===== src/rtl/image_send.sv =====
// Streams an image from byte memory to a UART: SOH, ASCII header, chunked data with ACKs, ETX, then waits for SYN.
// Optional wait-state timeout enabled by defining IMAGE_SEND_TIMEOUT_EN.
module image_send #(
   parameter int unsigned CHUNK_SIZE     = 256,
   parameter int unsigned TIMEOUT_CYCLES = 27000000
) (
   input  logic        clk,
   input  logic        rst,
   input  logic        start,
   input  logic [15:0] img_len,
   input  logic [7:0]  img_sum,
   output logic [15:0] rd_addr,
   input  logic [7:0]  rd_data,
   output logic [7:0]  tx_data,
   output logic        tx_valid,
   input  logic        tx_ready,
   input  logic [7:0]  rx_data,
   input  logic        rx_valid,
   output logic        busy,
   output logic        done,
   output logic        error
);

   localparam int unsigned   CW         = (CHUNK_SIZE > 1) ? $clog2(CHUNK_SIZE) : 1;
   localparam logic [CW-1:0] CHUNK_LAST = CW'(CHUNK_SIZE - 1);
   localparam logic [7:0]    SOH        = 8'h01;
   localparam logic [7:0]    ETX        = 8'h03;
   localparam logic [7:0]    ACK        = 8'h06;
   localparam logic [7:0]    SYN        = 8'h16;
   localparam logic [7:0]    COMMA      = 8'h2C;

   typedef enum logic [3:0] {
      IDLE,
      SEND_SOH,
      SEND_HDR,
      WAIT_READY,
      FETCH,
      SEND_DATA,
      WAIT_ACK,
      SEND_END,
      WAIT_SYN,
      FAIL
   } state_t;

   state_t         state_q, state_d;
   logic [15:0]    len_q, len_d;
   logic [15:0]    addr_q, addr_d;
   logic [7:0]     sum_q, sum_d;
   logic [7:0]     tx_byte_q, tx_byte_d;
   logic           tx_valid_q, tx_valid_d;
   logic           busy_q, busy_d;
   logic           done_q, done_d;
   logic           ready_q, ready_d;
   logic [2:0]     hdr_idx_q, hdr_idx_d;
   logic [CW-1:0]  chunk_q, chunk_d;

   logic [15:0]    remaining;
   logic           tx_accept;
   logic           rx_ack;
   logic           rx_syn;
   logic           in_wait;
   logic           tmo_hit;

   assign remaining = len_q - addr_q;
   assign tx_accept = tx_valid_q && tx_ready;
   assign rx_ack    = rx_valid && (rx_data == ACK);
   assign rx_syn    = rx_valid && (rx_data == SYN);
   assign in_wait   = (state_q == WAIT_READY) || (state_q == WAIT_ACK) || (state_q == WAIT_SYN);

   function automatic logic [7:0] hex_char(input logic [3:0] n);
      return (n < 4'd10) ? (8'h30 + {4'h0, n}) : (8'h37 + {4'h0, n});
   endfunction

   // Header layout: LLLL,SS with uppercase hex, most significant nibble first.
   function automatic logic [7:0] hdr_char(input logic [2:0] idx, input logic [15:0] len,
                                           input logic [7:0] sum);
      logic [7:0] c;
      case (idx)
         3'd0:    c = hex_char(len[15:12]);
         3'd1:    c = hex_char(len[11:8]);
         3'd2:    c = hex_char(len[7:4]);
         3'd3:    c = hex_char(len[3:0]);
         3'd4:    c = COMMA;
         3'd5:    c = hex_char(sum[7:4]);
         default: c = hex_char(sum[3:0]);
      endcase
      return c;
   endfunction

   always_comb begin
      state_d    = state_q;
      len_d      = len_q;
      sum_d      = sum_q;
      addr_d     = addr_q;
      chunk_d    = chunk_q;
      hdr_idx_d  = hdr_idx_q;
      tx_byte_d  = tx_byte_q;
      tx_valid_d = tx_valid_q;
      busy_d     = busy_q;
      done_d     = 1'b0;
      ready_d    = ready_q;

      // READY may arrive at any point once SOH has gone out, so it is remembered.
      if (rx_ack && (((state_q != IDLE) && (state_q != SEND_SOH)) ||
                     ((state_q == SEND_SOH) && tx_accept))) begin
         ready_d = 1'b1;
      end

      case (state_q)
         IDLE: begin
            if (start) begin
               state_d    = SEND_SOH;
               len_d      = img_len;
               sum_d      = img_sum;
               addr_d     = '0;
               chunk_d    = '0;
               hdr_idx_d  = '0;
               ready_d    = 1'b0;
               busy_d     = 1'b1;
               tx_byte_d  = SOH;
               tx_valid_d = 1'b1;
            end
         end
         SEND_SOH: begin
            if (tx_accept) begin
               state_d   = SEND_HDR;
               tx_byte_d = hdr_char(3'd0, len_q, sum_q);
            end
         end
         SEND_HDR: begin
            if (tx_accept) begin
               if (hdr_idx_q == 3'd6) begin
                  tx_valid_d = 1'b0;
                  state_d    = WAIT_READY;
               end else begin
                  hdr_idx_d = hdr_idx_q + 3'd1;
                  tx_byte_d = hdr_char(hdr_idx_q + 3'd1, len_q, sum_q);
               end
            end
         end
         WAIT_READY: begin
            if (ready_q || rx_ack) begin
               if (remaining == '0) begin
                  state_d    = SEND_END;
                  tx_byte_d  = ETX;
                  tx_valid_d = 1'b1;
               end else begin
                  state_d = FETCH;
               end
            end else if (tmo_hit) begin
               state_d = FAIL;
               busy_d  = 1'b0;
            end
         end
         FETCH: begin
            state_d    = SEND_DATA;
            tx_valid_d = 1'b1;
         end
         SEND_DATA: begin
            if (tx_accept) begin
               addr_d     = addr_q + 16'd1;
               chunk_d    = chunk_q + CW'(1);
               tx_valid_d = 1'b0;
               if (chunk_q == CHUNK_LAST) begin
                  state_d = WAIT_ACK;
               end else if (remaining == 16'd1) begin
                  state_d    = SEND_END;
                  tx_byte_d  = ETX;
                  tx_valid_d = 1'b1;
               end else begin
                  state_d = FETCH;
               end
            end
         end
         WAIT_ACK: begin
            if (rx_ack) begin
               if (remaining == '0) begin
                  state_d    = SEND_END;
                  tx_byte_d  = ETX;
                  tx_valid_d = 1'b1;
               end else begin
                  state_d = FETCH;
               end
            end else if (tmo_hit) begin
               state_d = FAIL;
               busy_d  = 1'b0;
            end
         end
         SEND_END: begin
            if (tx_accept) begin
               tx_valid_d = 1'b0;
               tx_byte_d  = '0;
               state_d    = WAIT_SYN;
            end
         end
         WAIT_SYN: begin
            if (rx_syn) begin
               done_d  = 1'b1;
               busy_d  = 1'b0;
               state_d = IDLE;
            end else if (tmo_hit) begin
               state_d = FAIL;
               busy_d  = 1'b0;
            end
         end
         FAIL: begin
            state_d = IDLE;
         end
         default: begin
            state_d = IDLE;
         end
      endcase
   end

   always_ff @(posedge clk or posedge rst) begin
      if (rst) begin
         state_q    <= IDLE;
         len_q      <= '0;
         sum_q      <= '0;
         addr_q     <= '0;
         chunk_q    <= '0;
         hdr_idx_q  <= '0;
         tx_byte_q  <= '0;
         tx_valid_q <= 1'b0;
         busy_q     <= 1'b0;
         done_q     <= 1'b0;
         ready_q    <= 1'b0;
      end else begin
         state_q    <= state_d;
         len_q      <= len_d;
         sum_q      <= sum_d;
         addr_q     <= addr_d;
         chunk_q    <= chunk_d;
         hdr_idx_q  <= hdr_idx_d;
         tx_byte_q  <= tx_byte_d;
         tx_valid_q <= tx_valid_d;
         busy_q     <= busy_d;
         done_q     <= done_d;
         ready_q    <= ready_d;
      end
   end

`ifdef IMAGE_SEND_TIMEOUT_EN
   logic [31:0] tmo_q, tmo_d;
   logic        error_q, error_d;

   assign tmo_hit = in_wait && (tmo_q == 32'(TIMEOUT_CYCLES - 1));

   // The counter restarts on every state change so each wait gets a full budget.
   always_comb begin
      tmo_d = '0;
      if (in_wait && (state_d == state_q)) begin
         tmo_d = tmo_q + 32'd1;
      end
      error_d = error_q;
      if ((state_q == IDLE) && start) begin
         error_d = 1'b0;
      end else if (state_d == FAIL) begin
         error_d = 1'b1;
      end
   end

   always_ff @(posedge clk or posedge rst) begin
      if (rst) begin
         tmo_q   <= '0;
         error_q <= 1'b0;
      end else begin
         tmo_q   <= tmo_d;
         error_q <= error_d;
      end
   end

   assign error = error_q;
`else
   assign tmo_hit = 1'b0;
   assign error   = 1'b0;

   if (TIMEOUT_CYCLES == 0) begin : g_timeout_unused
   end
`endif

   assign rd_addr  = addr_q;
   assign tx_data  = (state_q == SEND_DATA) ? rd_data : tx_byte_q;
   assign tx_valid = tx_valid_q;
   assign busy     = busy_q;
   assign done     = done_q;

endmodule


===== config.mk =====
export PLATFORM = sky130hd
export DESIGN_NAME = image_send
export DESIGN_NICKNAME = d
export VERILOG_FILES = /design/src/rtl/image_send.sv
export SDC_FILE = /design/constraint.sdc
export NUM_CORES = 1
export LEC_CHECK = 0
export CORE_MARGIN = 5
export CORE_UTILIZATION = 60
export DETAILED_ROUTE_END_ITERATION = 12
export HOLD_SLACK_MARGIN = 0.06
export PLACE_DENSITY = 0.86
export SYNTH_ARGS = -nofsm -noshare
export SYNTH_HDL_FRONTEND = slang
export SYNTH_SLANG_ARGS = --single-unit

===== constraint.sdc =====
create_clock -name clk -period 7.35 [get_ports clk]
set_clock_uncertainty 0.15 [all_clocks]
set_input_delay 1.1025 -clock clk [delete_from_list [all_inputs] [get_ports clk]]
set_output_delay 1.1025 -clock clk [all_outputs]
set_load 0.05 [all_outputs]

==> flow_metrics.py <==
metrics = {
    "status": {
        "status": "completed",
    },
    "flow_run": {
        "drv_cap": 0,
    },
    "placement": {
        "dp_cells": 807,
        "placed_area_sq_um": 5880,
        "io_buffers": 71,
        "post-dp-hpwl_mm": 11.1,
        "finalWeightedCongestion": 1.00,
    },
    "finish": {
        "final_area_sq_um": 6120,
        "drive_gt1_frac": 0.0543,
        "fin_cells": 823,
        "nNetsFinal": 788,
        "syn_to_final_growth_pct": 19.2,
        "diodes": 0,
    },
    "floorplanning": {
        "die_w_microns": 103,
        "die_y_microns": 103,
        "placementRows": 33,
        "core_sq_um": 8300,
        "io_pins": 73,
        "die_area_sq_um": 10500,
        "start_util": 0.619,
    },
    "power": {
        "powerDensity_nw_per_um2": 516,
        "sequentialPowerShare": 0.222,
        "swShare": 0.520,
        "power_leakage_nw": 2.64,
        "combPwrFrac": 0.655,
        "clockPowerShare": 0.123,
        "p_sw_mw": 1.65,
        "intPower_mw": 1.52,
        "irDropWorstVdd_v": 0.000273,
    },
    "route": {
        "drtIter0Drc": 448,
        "postRouteAntennaNets": 0,
        "wl_per_cell_microns": 17.9,
        "drt-pass1-iter-count": 5,
        "via_per_inst": 6.31,
        "vias": 5195,
        "routed_wl_mm": 14.8,
        "drc_errors": 0,
    },
    "hold_path": {
        "min_path_type": "register to register",
        "whs_path_depth": 2,
    },
    "critical_path": {
        "criticalPathCategory": "register to primary output",
        "rr_worst_depth": 9,
        "crit_path_start_kind": "register",
        "cp_data_arrival_time_ps": 2990,
        "endpoint_kind": "primary output",
        "crit_required_ps": 6100,
        "critical_path.max_fanout": 18,
    },
    "synth": {
        "yosysSeqAreaShare": 0.322,
        "netlist_area_sq_um": 5140,
        "ys.flop_type": "dfrtp_1",
        "synth_area_leaders": "dfrtp_1, nand2_1, ha_1",
        "yosysTopAreaCell": "dfrtp_1",
        "syn_inst": 656,
        "syn_area_per_cell_sq_um": 7.83,
        "synth_common_cells": "nand2_1, dfrtp_1, nor2_1, o21ai_0, inv_1",
        "synth_most_common_cell": "nand2_1",
        "synth.top_cell.area_share": 0.322,
        "ys_ff_latch": 66,
        "synth.distinct_cells": 71,
        "syn_nets": 731,
        "synth_edf_count": 0,
        "synth_warnings": 0,
        "ys_async_sr_fraction": 1.00,
    },
    "sta": {
        "max_freq_mhz": 236,
        "setup_viol": 0,
        "worstMarginPinSlew_ps": 1000,
        "period_share": 0.577,
        "rsz0062_at_grt": "no",
        "drv_slew": 0,
        "fin_crit_ps": 4240,
        "max-slew-margin-rel": 0.332,
        "finalHoldViolCount": 0,
        "tns_ps": 0,
    },
    "grt": {
        "grt_pass1_wl_mm": 24.0,
        "antenna_found_initial": 0,
        "grt_max_degree": 67,
        "grt_pass1_vias": 4971,
        "grt_use_total": 0.290,
        "gr-total-overflow": 0,
    },
    "clock_network": {
        "cts_tree": "built",
        "clkTransAtPathRegs_ps": 80,
        "ctsResizeCount": 0,
        "clkLatencyLatePin_ps": 360,
        "cts.sinks": 66,
        "htreeDepth": 3,
        "cts-root-buf": "clkbuf_8",
        "holdBufCountCts": 0,
        "numCtsBuffers": 9,
        "post-cts-setup-buffers": 0,
        "clk_path_buf_depth": 2,
    },
}
[metal layers]
| layer | up-vias | share of wire | track usage |
|---|---|---|---|
| li1 | 2456 | - | - |
| met1 | 2447 | 0.43 | 0.397 |
| met2 | 257 | 0.47 | 0.465 |
| met3 | 35 | 0.078 | 0.0589 |
| met4 | 0 | 0.020 | 0.0908 |
| met5 | - | 0 | 0 |
[worst paths after layout]
check / end / from / slack (ps)
hold reg to reg: ready_q / ready_q / 350
setup / recovery: tx_data[6] / state_q[2] / 3110
min in group asynchronous: chunk_q[5] / rst / 1160
max in group asynchronous: len_q[12] / rst / 5320
setup reg to reg: tx_byte_q[3] / len_q[7] / 3550
hold / removal: ready_q / ready_q / 350
[critical path: stages, from the launching register on]
cell             delay [ps]
dfrtp_1                 720
inv_1                   280
nor2_1                  240
nand2_1                 360
nand2_1                 220
nand2_1                  90
clkdlybuf4s50_1         720
[layout by cell type (no fill, tap or decap), types with 8 or more instances in the layout]
master	count
a211oi_1	10
o21ai_0	48
a21oi_1	36
nand4_1	9
clkbuf_8	9
nor3_1	16
xor2_1	8
xnor2_1	23
nor2_1	53
ha_1	29
nand3_1	22
nor4_1	8
clkdlybuf4s50_1	71
nand2_1	122
dfrtp_1	66
inv_1	44
[through the flow]
step            util  setup WS, ps  hold slack [ps]  total power [mW]
2_1_floorplan      -          3770              309              2.20
3_3_place_gp   0.708          3270              329              2.68
3_5_place_dp   0.708          3040              341              2.72
4_1_cts        0.738          3160              359              3.12
5_1_grt        0.738          2960              387              3.41
6_report       0.738          3110              351              3.16
[power groups by stage]
stage / clock network [mW] / logic, mW / registers [mW]
floorplan: 0 / 1.49 / 0.713
global placement: 0 / 1.99 / 0.690
detailed placement: 0 / 2.02 / 0.699
CTS: 0.392 / 2.04 / 0.692
global route: 0.413 / 2.27 / 0.720
finish: 0.389 / 2.07 / 0.701
[kinds of logic after synthesis]
group           count (synthesis)  share of synthesized area
simple gates                  279                      0.253
mux                             8                     0.0173
xor+xnor                       31                     0.0529
flops                          66                      0.322
fa+ha+maj                      30                     0.0745
buf+inv                        73                     0.0575
other cells                     1                   0.000730
compound gates                168                      0.222
[sequential cells by signal, summed over array words and instances, names as in the netlist]
name and flops:
state_q 4, len_q 16, hdr_idx_q 3, done 1, rd_addr 16, tx_byte_q 7
busy 1, sum_q 8, tx_valid 1, ready_q 1, chunk_q 8
[cell type report]
type,instances,area (sq um)
clock inverter,7,125
inverter,45,169
fill,614,2170
multi-input combinational,517,3190
clock buffer,9,124
tap,105,131
timing repair buffer,74,733
sequential,66,1650
No activity file was read; power rests on OpenSTA's default activity.
